**config.mk**
```make
export PLATFORM = sky130hd
export DESIGN_NAME = nes_poller
export DESIGN_NICKNAME = d
export VERILOG_FILES = /design/src/rtl/nes_pkg.sv /design/src/rtl/nes_phase_timer.sv /design/src/rtl/nes_poller.sv
export SDC_FILE = /design/constraint.sdc
export NUM_CORES = 1
export LEC_CHECK = 0
export ABC_AREA = 1
export ABC_CLOCK_PERIOD_IN_PS = 3400
export CORE_MARGIN = 2
export CORE_UTILIZATION = 45
export DETAILED_ROUTE_END_ITERATION = 16
export PLACE_DENSITY = 0.65
export SLEW_MARGIN = 30
export SYNTH_ARGS = -nofsm -noshare
export SYNTH_HDL_FRONTEND = slang
export SYNTH_HIERARCHICAL = 1
export SYNTH_SLANG_ARGS = --single-unit
```
**constraint.sdc**
```tcl
create_clock -name i_clk -period 3.4 [get_ports i_clk]
set_clock_uncertainty 0.05 [all_clocks]
set_input_delay 0.34 -clock i_clk [delete_from_list [all_inputs] [get_ports i_clk]]
set_output_delay 0.34 -clock i_clk [all_outputs]
set_load 0.02 [all_outputs]
```
**src/rtl/nes_pkg.sv**
```systemverilog
`default_nettype none
// ============================================================================
//  Module      : nes_pkg
//  Description : Shared definitions for the NES controller poller and its
//                consumers: FSM state codes, button bit positions and the
//                serial-order-to-button remap.
//  Revision    : 1.0 - initial release
// ============================================================================
package nes_pkg;

  // Poller FSM state codes
  typedef logic [2:0] nes_state_t;
  localparam nes_state_t ST_IDLE  = 3'd0;
  localparam nes_state_t ST_LATCH = 3'd1;
  localparam nes_state_t ST_LOW   = 3'd2;
  localparam nes_state_t ST_HIGH  = 3'd3;
  localparam nes_state_t ST_DONE  = 3'd4;

  // Bit positions of each button inside o_buttons
  localparam int BTN_UP     = 0;
  localparam int BTN_DOWN   = 1;
  localparam int BTN_LEFT   = 2;
  localparam int BTN_RIGHT  = 3;
  localparam int BTN_START  = 4;
  localparam int BTN_SELECT = 5;
  localparam int BTN_A      = 6;
  localparam int BTN_B      = 7;

  // Entry [i] gives the o_buttons position of the i-th bit shifted out of the
  // controller (shift order: A, B, Select, Start, Up, Down, Left, Right).
  localparam logic [7:0][2:0] SERIAL_TO_BTN = {
    3'(BTN_RIGHT), 3'(BTN_LEFT),   3'(BTN_DOWN), 3'(BTN_UP),
    3'(BTN_START), 3'(BTN_SELECT), 3'(BTN_B),    3'(BTN_A)
  };

  // Reorder a frame of serial samples into o_buttons layout
  function automatic logic [7:0] remap_buttons(input logic [7:0] serial);
    logic [7:0] btn;
    btn = 8'h00;
    for (int i = 0; i < 8; i++) begin
      btn[SERIAL_TO_BTN[i]] = serial[i];
    end
    return btn;
  endfunction

endpackage
`default_nettype wire

```
**src/rtl/nes_phase_timer.sv**
```systemverilog
`default_nettype none
// ============================================================================
//  Module      : nes_phase_timer
//  Description : Loadable down-counter timing the LATCH/LOW/HIGH phases.
//                Loading N-1 keeps o_done low for N-1 cycles, so a phase that
//                leaves on o_done lasts exactly N cycles.
//  Revision    : 1.0 - initial release
// ============================================================================
module nes_phase_timer #(
  parameter int WIDTH = 10
) (
  input  logic             i_clk,
  input  logic             i_reset_n,
  input  logic             i_load,
  input  logic [WIDTH-1:0] i_load_val,
  output logic             o_done
);

  logic [WIDTH-1:0] cnt_q;
  logic [WIDTH-1:0] cnt_d;

  // Next count: load has priority, otherwise count down and stick at zero
  always_comb begin
    cnt_d = cnt_q;
    if (i_load) begin
      cnt_d = i_load_val;
    end else if (cnt_q != '0) begin
      cnt_d = cnt_q - WIDTH'(1);
    end
  end

  // Count register
  always_ff @(posedge i_clk or negedge i_reset_n) begin
    if (!i_reset_n) begin
      cnt_q <= '0;
    end else begin
      cnt_q <= cnt_d;
    end
  end

  assign o_done = (cnt_q == '0);

endmodule
`default_nettype wire

```
**src/rtl/nes_poller.sv**
```systemverilog
`default_nettype none
// ============================================================================
//  Module      : nes_poller
//  Description : Periodically polls an NES controller: latch strobe, eight
//                shift-clock pulses, samples the active-low serial data and
//                publishes the remapped button flags with a one-cycle valid.
//  Revision    : 1.0 - initial release
// ============================================================================
module nes_poller #(
  parameter int CLK_HZ       = 50000000,
  parameter int POLL_CYCLES  = 833333,
  parameter int LATCH_CYCLES = 600,
  parameter int HALF_CYCLES  = 300
) (
  input  logic       i_clk,
  input  logic       i_reset_n,
  input  logic       i_nes_data,
  output logic       o_nes_latch,
  output logic       o_nes_clk,
  output logic [7:0] o_buttons,
  output logic       o_valid
);
  import nes_pkg::*;

  localparam int PW   = (POLL_CYCLES > 1) ? $clog2(POLL_CYCLES) : 1;
  localparam int TMAX = (LATCH_CYCLES > HALF_CYCLES) ? LATCH_CYCLES : HALF_CYCLES;
  localparam int TW   = (TMAX > 1) ? $clog2(TMAX + 1) : 1;

  localparam logic [PW-1:0] POLL_LAST  = PW'(POLL_CYCLES - 1);
  localparam logic [TW-1:0] LATCH_LOAD = TW'(LATCH_CYCLES - 1);
  localparam logic [TW-1:0] HALF_LOAD  = TW'(HALF_CYCLES - 1);

  // CLK_HZ documents the timing base; all durations are given in cycles.
  logic unused_clk_hz;
  assign unused_clk_hz = ^CLK_HZ;

  logic            sync1_q, sync2_q;
  logic [PW-1:0]   poll_cnt_q, poll_cnt_d;
  logic            poll_tick;
  nes_state_t      state_q, state_d;
  logic [2:0]      idx_q, idx_d;
  logic [7:0]      shift_q, shift_d;
  logic            latch_q, latch_d;
  logic            nclk_q, nclk_d;
  logic [7:0]      buttons_q, buttons_d;
  logic            valid_q, valid_d;
  logic            tmr_load;
  logic [TW-1:0]   tmr_load_val;
  logic            tmr_done;

  // Two-flop synchronizer on the controller data; idles high (released line)
  always_ff @(posedge i_clk or negedge i_reset_n) begin
    if (!i_reset_n) begin
      sync1_q <= 1'b1;
      sync2_q <= 1'b1;
    end else begin
      sync1_q <= i_nes_data;
      sync2_q <= sync1_q;
    end
  end

  // Free-running poll counter; tick on the wrap cycle
  always_comb begin
    poll_tick  = (poll_cnt_q == POLL_LAST);
    poll_cnt_d = poll_tick ? '0 : poll_cnt_q + PW'(1);
  end

  nes_phase_timer #(
    .WIDTH (TW)
  ) u_phase_timer (
    .i_clk      (i_clk),
    .i_reset_n  (i_reset_n),
    .i_load     (tmr_load),
    .i_load_val (tmr_load_val),
    .o_done     (tmr_done)
  );

  // Frame sequencing, sampling and next values of the registered outputs
  always_comb begin
    state_d      = state_q;
    idx_d        = idx_q;
    shift_d      = shift_q;
    tmr_load     = 1'b0;
    tmr_load_val = '0;
    case (state_q)
      ST_IDLE: begin
        if (poll_tick) begin
          state_d      = ST_LATCH;
          shift_d      = 8'h00;
          tmr_load     = 1'b1;
          tmr_load_val = LATCH_LOAD;
        end
      end
      ST_LATCH: begin
        if (tmr_done) begin
          state_d      = ST_LOW;
          idx_d        = 3'd0;
          tmr_load     = 1'b1;
          tmr_load_val = HALF_LOAD;
        end
      end
      ST_LOW: begin
        if (tmr_done) begin
          shift_d[idx_q] = ~sync2_q;
          state_d        = ST_HIGH;
          tmr_load       = 1'b1;
          tmr_load_val   = HALF_LOAD;
        end
      end
      ST_HIGH: begin
        if (tmr_done) begin
          if (idx_q == 3'd7) begin
            state_d = ST_DONE;
          end else begin
            state_d      = ST_LOW;
            idx_d        = idx_q + 3'd1;
            tmr_load     = 1'b1;
            tmr_load_val = HALF_LOAD;
          end
        end
      end
      ST_DONE: begin
        state_d = ST_IDLE;
      end
      default: begin
        state_d = ST_IDLE;
      end
    endcase

    // Outputs are decoded from the next state so they are clean flop outputs
    // aligned with the state they belong to.
    latch_d   = (state_d == ST_LATCH);
    nclk_d    = (state_d == ST_HIGH);
    valid_d   = (state_d == ST_DONE);
    buttons_d = (state_d == ST_DONE) ? remap_buttons(shift_q) : buttons_q;
  end

  // State, counters and output registers
  always_ff @(posedge i_clk or negedge i_reset_n) begin
    if (!i_reset_n) begin
      poll_cnt_q <= '0;
      state_q    <= ST_IDLE;
      idx_q      <= 3'd0;
      shift_q    <= 8'h00;
      latch_q    <= 1'b0;
      nclk_q     <= 1'b0;
      buttons_q  <= 8'h00;
      valid_q    <= 1'b0;
    end else begin
      poll_cnt_q <= poll_cnt_d;
      state_q    <= state_d;
      idx_q      <= idx_d;
      shift_q    <= shift_d;
      latch_q    <= latch_d;
      nclk_q     <= nclk_d;
      buttons_q  <= buttons_d;
      valid_q    <= valid_d;
    end
  end

  assign o_nes_latch = latch_q;
  assign o_nes_clk   = nclk_q;
  assign o_buttons   = buttons_q;
  assign o_valid     = valid_q;

endmodule
`default_nettype wire

```
[After elaboration in Yosys (flattened, before gate mapping)]
Cells that the tools add are included.
Storage, ports and cells
  flip-flop bits (word level): 57
  bits in latches: 0
  RAM bits: 0
  ROM bits: 0
  input bits: 3
  word-level logic and storage cells: 69
  memories kept: 0
Cells by class
  $add $sub $neg: 3
  $mul: 0
  divide/modulo/power cells: 0
  magnitude comparators: 2
  equal/unequal tests: 13
  shift-type cells: 0
  muxes and demuxes: 29
  bitwise logic cells: 1
  reduce and logical (&&, ||, !) cells: 10
Operator list (number)
  $mux 10: 3
  $pmux 10 s3: 1
  $mux 9: 3
  $mux 3: 8
  $add 20x1->20 const B: 1
  $eq 20x20->1 const B: 1
  $mux 20: 1
  $mux 8: 2
  $pmux 8 s2: 1
  $pmux 3 s4: 1
  $logic_not 10->1: 1
  $ne 2x2->1 const B: 5
  $reduce_bool 10->1: 1
  $sub 10x1->10 const B: 1
  $eq 3x2->1 const B: 3
  $bwmux 8: 1
  $eq 3x1->1 const B: 2
  $eq 3x3->1 const B: 2
  $pmux 3 s2: 1
  $reduce_bool 2->1: 3
  $mux 1: 5
  $lt 3x4->1 const B: 1
  $reduce_and 4->1: 1
  $add 3x1->3 const B: 1
  other kinds (8): 8

[Depth between registers and ports, before layout]
Gate-level depths: netlist of the first run.
  depth after elaboration: 7
  depth in mapped cells: 17

[Hierarchy]
Netlist of the first run, hierarchy kept.
Modules (own cells, without submodules)
  nes_poller: times used 1, cells an instance 299, area an instance 2406.1 um^2, sequential area each 1178.6 um^2
  nes_phase_timer: times used 1, cells an instance 95, area an instance 695.7 um^2, sequential area each 250.2 um^2

[Worst setup path after synthesis of the first run]
OpenSTA, ideal clock, no wires.
  path kind: register -> register
  start point: reg u_phase_timer.cnt_q[0]
  end point: reg u_phase_timer.cnt_q[8]
  setup time: 117 ps
  data arrival time: 2491 ps
  data required time: 3233 ps
  slack: 743 ps
  stages on the path, launching flop included: 17
  path buffers: 0
  cells stage by stage: dfrtp_1 -> inv_1 -> ha_1 -> inv_1 -> nor2_2 -> nand4_2 -> nor2_2 -> inv_1 -> a21oi_1 -> nand3_1 -> inv_1 -> nor2_1 -> o21ai_0 -> inv_1 -> or2_2 -> nand2_1 -> nor2_1
On the way
  longest elaborated chain between the ends: 4
  elaborated cells on any way between the ends: 12
  classes of those cells: 1 x add/sub; 8 x mux; 3 x reduce/logical
RTL lines
  from (decl): line nes_phase_timer.sv:19  | logic [WIDTH-1:0] cnt_q;
  from (signal assigned): line nes_phase_timer.sv:37  | cnt_q <= cnt_d;
  $logic_not 10->1 *: line nes_phase_timer.sv:41  | assign o_done = (cnt_q == '0);
  net tmr_done: line nes_poller.sv:49  | logic tmr_done;
  $mux 1 (on tied branches): line nes_poller.sv:111, nes_poller.sv:95, nes_poller.sv:103
  $pmux 1 s3 *: line nes_poller.sv:85  | case (state_q)
  net tmr_load: line nes_poller.sv:47  | logic tmr_load;
  $mux 10 or $reduce_bool 2->1 (tied branches)
The timed path passes the listed nets; every way through them passes the cells marked *. The select of a mux whose other input is x is not followed.
A chain may end at the register's enable or synchronous reset.

[Final worst setup path of the first run]
Same ends and word-level chain as after synthesis.

==> reports/summary.md, run 1 <==
Critical path
* **category of cells accounting for the largest share of critical-path delay** simple AND/OR/NAND/NOR gates
* **CP max-delay cell** dfrtp_1
* **largest fanout of any net on the critical path** 7
* **Critical path buffers and inverters** 5
* **worst endpoint data arrival time** 2990 ps
* **Worst Setup Path Type** flip-flop to flip-flop
* **CP Data Required Time** 3580 ps
* **Crit. End Element** flip-flop
* **crit path launch type** flip-flop
* **sequence of cells on the critical path** inv_1 -> ha_1 -> inv_1 -> nor2_2 -> nand4_2 -> nor2_2 -> inv_1 -> a21oi_1 -> nand3_1 -> inv_1 -> nor2_1 -> o21ai_0 -> inv_1 -> or2_2 -> nand2_1 -> nor2_1
* **Worst path max stage delay** 380 ps
* **most used cell along the critical path** inv_1

Timing
* **number of pins exceeding their max-slew limit in the final report** 0
* **WHS** 306.4 ps
* **number of hold violations in the final report** 0
* **accumulated negative setup slack** 0 ps
* **actual transition at the worst max-transition pin** 799.2 ps
* **worst slew slack as a fraction of its limit** 46.23%
* **min cycle time layout** 2815 ps
* **share of the cycle needed by the critical path after routing** 82.79%
* **Max Clock Freq** 0.3553 GHz
* **unrepaired setup endpoints after global routing** no
* **total setup violations reported at the end of the flow** 0

CTS
* **clock tree from TritonCTS** built
* **clock buffer count from CTS** 9
* **number of clock sinks seen by CTS** 57
* **maximum root-to-sink buffer count** 2
* **maximum level of the CTS H-tree** 3
* **Reg clk slew, reported paths** 60 ps
* **# Post-CTS Setup Buffers** 0
* **clk_lat worst skew** 340 ps
* **clk root buf** clkbuf_8

Drt
* **routed wire length** 5781 um
* **TritonRoute pass-1 iters** 4
* **average detailed-routed wire length per instance** 11.47 um
* **Antenna Nets Post-Route** 0
* **initial drt markers** 126
* **vias per std cell** 4.800
* **drc violations** 0
* **via total after detailed routing** 2419

Synth
* **top cells by area in the synthesized netlist** dfrtp_1 (44%), nand2_1 (14%), nand3_1 (5.8%), inv_1 (5.4%), nor2_1 (5.3%)
* **EDFF count, synth** 0
* **Netlist cell types** 31
* **Synth area leader** dfrtp_1
* **Post-synth ARST share** 100.0%
* **Synth Flop Type** dfrtp_1
* **gate count of the mapped netlist** 394
* **flop and latch count out of synthesis** 57
* **share of the synthesized area in the top cell type** 44.37%
* **sequential-to-total area share from yosys stat** 46.07%
* **post-synthesis net count** 402
* **count of warnings emitted by yosys** 6
* **Netlist Area Pre-Place** 3102 um2
* **post-synthesis average cell area** 7.872 um2

Finish
* **count of non-filler cells in the finished layout** 504
* **Layout Cell Area excl Fill** 3533 um2
* **Post-layout nets** 427
* **number of fill cells in the layout** 623
* **final core utilization** 52.59%
* **area occupied by multi-input gates** 1473 um2
* **antenna diode instance count** 0
* **Register Area** 1429 um2
* **share of post-route cells with drive strength above 1** 15.09%
* **Area growth syn-to-layout** 13.92%

Placement
* **area after detailed placement** 3326 um2
* **Port Buffers** 13
* **RePlAce Congestion** 0.9040
* **number of placed instances, taps included** 487
* **DP HPWL** 4323 um

Global routing
* **Remaining Overflow, GRT** 0
* **largest net degree at the start of global routing** 40
* **vias in the first global route** 2263
* **first-pass GRT wire length** 10580 um
* **initial antenna violation count** 0
* **Total Routing Usage GR** 17.96%

Floorplanning
* **die extent in x** 87.02 um
* **height of the die** 87.02 um
* **number of top-level pins** 14
* **initial core utilization** 46.16%
* **Placeable Area** 6719 um2
* **DIE AREA** 7572 um2
* **site row count** 30

Flow run
* **max-cap viol count** 0

Power
* **static power due to leakage** 1.717 nW
* **worst vdd ir** 0.0001781 V
* **areal power density over the cells** 372.0 nW/um2

Run status
* **outcome** finished clean

Worst hold path
* **worst min-delay path category** flip-flop to flip-flop

sequential cells by signal, indices dropped and copies added (netlist names), 3 cells and up:
register	flops
u_phase_timer/cnt_q	10
poll_cnt_q	20
shift_q	8
idx_q	3
state_q	3
o_buttons	8
timing repair:
| item | 4_1_cts | 5_1_grt |
|---|---|---|
| hold buffers | 0 | 1 |
| endpoints found under the hold margin | 0 | 36 |
| resized for setup | 0 | 0 |
| setup endpoints to repair | 0 | 0 |
cell usage in the layout (no fill, tap or decap), drive strengths merged:
cell             n
conb             1
o21ai           14
nor4             1
nor3b            1
clkdlybuf4s50   12
o21bai           1
xor2            13
clkinvlp         1
dfstp            2
dfrtp           55
ha               5
or2              9
nor2            59
nand3           39
nor3             8
o31ai            1
buf              3
nand4           10
nand2          119
xnor2            4
inv             49
clkbuf          10
a21oi            1
dlygate4sd3      1
bufinv           1
clkinv           4
final timing paths:
| check | from | to | slack [ps] | cells past startpoint |
|---|---|---|---|---|
| max | u_phase_timer/cnt_q[0] | u_phase_timer/cnt_q[8] | 590 | 16 |
| min | sync1_q | sync2_q | 310 | 0 |
| max reg2reg | u_phase_timer/cnt_q[0] | u_phase_timer/cnt_q[8] | 590 | 16 |
| min reg2reg | sync1_q | sync2_q | 310 | 0 |
| max in group asynchronous | i_reset_n | u_phase_timer/cnt_q[5] | 2210 | 3 |
| min in group asynchronous | i_reset_n | poll_cnt_q[7] | 450 | 2 |
cells in the mapped netlist (all sizes together) (2+ instances only):
master    n
inv      49
dfrtp    55
nand2   119
nand4    10
dfstp     2
nor2     59
xor2     13
or2       9
buf       2
nand3    39
xnor2     4
nor3      8
ha        5
o21ai    14
report_power, final:
group	total, W	internal [W]	switching [W]
registers	0.000681	0.000680	0.000000308
logic	0.0000167	0.00000334	0.0000134
clock network	0.000617	0.000352	0.000264
total	0.00131	0.00104	0.000278
logic make-up (layout without fill, tap and decap cells):
kind of cell | count (synthesis) | count (layout) | share of synthesized area, %
other | 1 | 1 | 0.1209
AO/OA/AOI/OAI | 17 | 17 | 2.904
flip-flops | 57 | 57 | 46.07
buffers and inverters | 51 | 81 | 6.454
AND/OR/NAND/NOR | 246 | 246 | 37.64
XOR/XNOR | 17 | 17 | 4.800
adder cells (fa/ha/maj) | 5 | 5 | 2.017
routing by layer:
metal | share of wire [%] | global-route usage (%)
met2 | 43 | 26.02
met4 | 1.9 | 8.097
met1 | 52 | 25.82
met5 | 0 | 0
met3 | 3.3 | 3.697
through the flow:
stage                     power (W)  worst slack [ps]
after global placement    0.0007094             776.3
after floorplan           0.0006936             742.6
after global routing       0.001367             208.1
after CTS                  0.001337             592.4
final                      0.001314             585.3
after detailed placement  0.0007102             616.9
area by class of cell:
cell class / instances / area share, %
tap: 80 / 2.833
clock inverter: 6 / 1.629
timing repair buffer: 16 / 4.320
clock buffer: 10 / 3.895
sequential: 57 / 40.44
multi-input combinational: 286 / 41.68
inverter: 49 / 5.205
No activity file was read; power rests on OpenSTA's default activity.
==> inputs of run 2 (changes only) <==
Settings changed: ABC_CLOCK_PERIOD_IN_PS 3400 to 2740.
Clock period 3.4 ns to 2.74 ns, I/O delays scaled along.
==> run 2 against run 1 <==
Clock power up 26%. Sequential power up 24%. Register-to-register slack worse by 290 ps. Cell count up 1.4%. Critical endpoint unchanged. Largest cell class unchanged. Largest power group unchanged.
==> reports/summary.md, run 2 (synthesis gave the netlist of run 1 again) <==
Timing
* **actual transition at the worst max-transition pin** 503.9 ps, -295.3 ps
* **accumulated negative setup slack** 0 ps, unchanged
* **share of the cycle needed by the critical path after routing** 89.34%, +6.6 points
* **Max Clock Freq** 0.4085 GHz, +15%
* **WHS** 273.1 ps, -33.34 ps
* **worst slew slack as a fraction of its limit** 66.41%, +20 points
* **number of pins exceeding their max-slew limit in the final report** 0, unchanged
* **min cycle time layout** 2448 ps, -366.7 ps
* **total setup violations reported at the end of the flow** 0, unchanged
* **number of hold violations in the final report** 0, unchanged

Critical path
* **origin of the worst setup path** u_phase_timer/cnt_q[0]
* **most used cell along the critical path** inv_1
* **Worst path max stage delay** 370 ps, about the same
* **crit path launch type** flip-flop
* **worst flop-to-flop path endpoint** u_phase_timer/cnt_q[8]
* **sequence of cells on the critical path** inv_1 -> ha_2 -> inv_1 -> nor2_2 -> nand4_2 -> nor2_2 -> inv_1 -> a21oi_2 -> nand3_1 -> inv_1 -> nor2_1 -> o21ai_2 -> inv_2 -> or2_2 -> nand2_1 -> nor2_1
* **Crit. End Element** flip-flop
* **largest fanout of any net on the critical path** 6, -1
* **category of cells accounting for the largest share of critical-path delay** simple AND/OR/NAND/NOR gates
* **CP max-delay cell** dfrtp_1
* **Critical path buffers and inverters** 5, unchanged
* **Worst Setup Path Type** flip-flop to flip-flop
* **capturing instance or port of the critical path** u_phase_timer/cnt_q[8]
* **CP Depth** 16, unchanged
* **minimum setup slack among reg-to-reg paths** 290 ps, -290 ps
* **reg-to-reg critical path startpoint** u_phase_timer/cnt_q[0]
* **CP Data Required Time** 2930 ps, -650 ps
* **worst endpoint data arrival time** 2640 ps, -350 ps
* **depth of the most critical reg-to-reg path** 16, unchanged

Placement
* **Port Buffers** 13, unchanged
* **DP HPWL** 4445 um, +2.8%
* **RePlAce Congestion** 0.9060, +0.22%

Power
* **static power due to leakage** 1.750 nW, +1.9%
* **logic gate share of total power** 1.3%, about the same
* **reported net switching power** 0.0003570 W, +28%
* **clock group share of total power** 47.3%, +0.4 points
* **fraction of power spent switching nets** 21.73%, +0.57 points
* **areal power density over the cells** 457.5 nW/um2, +23%
* **part of the power in registers** 51.4%, -0.4 points
* **internal portion of total power** 0.001286 W, +24%
* **worst vdd ir** 0.0002602 V, +46%

Global routing
* **largest net degree at the start of global routing** 23, -43%
* **first-pass GRT wire length** 10650 um, +0.59%
* **Total Routing Usage GR** 18.27%, +0.31 points
* **Remaining Overflow, GRT** 0, unchanged
* **initial antenna violation count** 0, unchanged
* **vias in the first global route** 2307, +1.9%

Floorplanning
* **number of top-level pins** 14, unchanged
* **die extent in x** 87.02 um, unchanged
* **height of the die** 87.02 um, unchanged
* **DIE AREA** 7572 um2, unchanged
* **site row count** 30, unchanged
* **Placeable Area** 6719 um2, unchanged
* **initial core utilization** 46.16%, unchanged

Finish
* **number of flip-flops under the largest register name** 20, unchanged
* **number of fill cells in the layout** 641, +2.9%
* **Biggest register** poll_cnt_q
* **leading cell types in the layout, fill and taps excluded** nand2_1 (112), dfrtp_1 (55), inv_1 (44), nor2_1 (44), nand3_1 (36)
* **final core utilization** 53.45%, +0.86 points
* **antenna diode instance count** 0, unchanged
* **most common cell after layout, fill and taps aside** nand2_1
* **leading registers by flop count** poll_cnt_q: 20 flops, u_phase_timer/cnt_q: 10 flops
* **Register Area** 1429 um2, unchanged
* **area occupied by multi-input gates** 1483 um2, +0.68%
* **Area growth syn-to-layout** 15.77%
* **Post-layout nets** 434, +1.6%
* **share of post-route cells with drive strength above 1** 17.40%, +2.3 points

CTS
* **number of clock sinks seen by CTS** 57, unchanged
* **clk_lat worst skew** 350 ps, about the same
* **clock tree from TritonCTS** built
* **Reg clk slew, reported paths** 70 ps, about the same
* **clk root buf** clkbuf_8
* **maximum level of the CTS H-tree** 3, unchanged
* **clock buffer count from CTS** 9, unchanged
* **maximum root-to-sink buffer count** 2, unchanged

Drt
* **via total after detailed routing** 2524, +4.3%
* **drc violations** 0, unchanged
* **Antenna Nets Post-Route** 0, unchanged
* **routed wire length** 6154 um, +6.5%
* **vias per std cell** 4.939, +2.9%
* **initial drt markers** 214, +70%
* **average detailed-routed wire length per instance** 12.04 um, +5.0%
* **TritonRoute pass-1 iters** 4, unchanged

Flow run
* **max-cap viol count** 0, unchanged

Worst hold path
* **worst min-delay path category** input port to flip-flop

Run status
* **outcome** finished clean

run 2: cell count changes in the layout (fill, tap and decap cells not counted), sizes merged:
cell / change
buf: +7
run 2: layer usage:
layer / up-vias / track usage [%] / routed length, um
met5: - / 0 / 0
li1: 1305 / - / -
met4: 0 / 9.091 / 146
met3: 15 / 4.550 / 224
met1: 1164 / 25.62 / 3026
met2: 40 / 26.16 / 2756
run 2: final cells by class:
| type | count | area share, % |
|---|---|---|
| Multi-Input combinational cell | 286 | 41.29 |
| Sequential cell | 57 | 39.79 |
| Timing Repair Buffer | 23 | 5.575 |
| Inverter | 49 | 5.122 |
| Clock buffer | 10 | 3.833 |
| Tap cell | 80 | 2.787 |
| Clock inverter | 6 | 1.603 |
run 2: repair_timing:
action / in CTS / in global routing
buffers inserted: 0 / 3
endpoints found under the setup margin: 0 / 10
gates resized for setup: 0 / 7
hold buffers: 1 / 0
hold endpoints to repair: 18 / 0
run 2: worst min path at each step:
stage | start | to | depth (start not counted)
after floorplan | i_reset_n | idx_q[0] | 0
after global placement | i_reset_n | poll_cnt_q[13] | 1
after detailed placement | i_reset_n | poll_cnt_q[13] | 1
after CTS | i_nes_data | sync1_q | 1
after global routing | i_nes_data | sync1_q | 1
final | i_nes_data | sync1_q | 1
run 2: stage by stage:
step                area [um2]  instances  setup slack, ps  power [W]
floorplan                 3102        394            82.64  0.0008606
global placement          3348        490            243.0  0.0008819
detailed placement        3348        490            126.2  0.0008826
CTS                       3553        507            109.4   0.001668
global route              3591        511           -12.63   0.001699
finish                    3591        511            292.0   0.001643
run 2: power groups by stage:
stage          clock network (W)     logic, W  registers (W)
3_3_place_gp                   0    0.0000218       0.000860
6_report                0.000777    0.0000216       0.000845
5_1_grt                 0.000829    0.0000259       0.000844
3_5_place_dp                   0    0.0000224       0.000860
4_1_cts                 0.000800    0.0000236       0.000844
2_1_floorplan                  0  0.000000390       0.000860
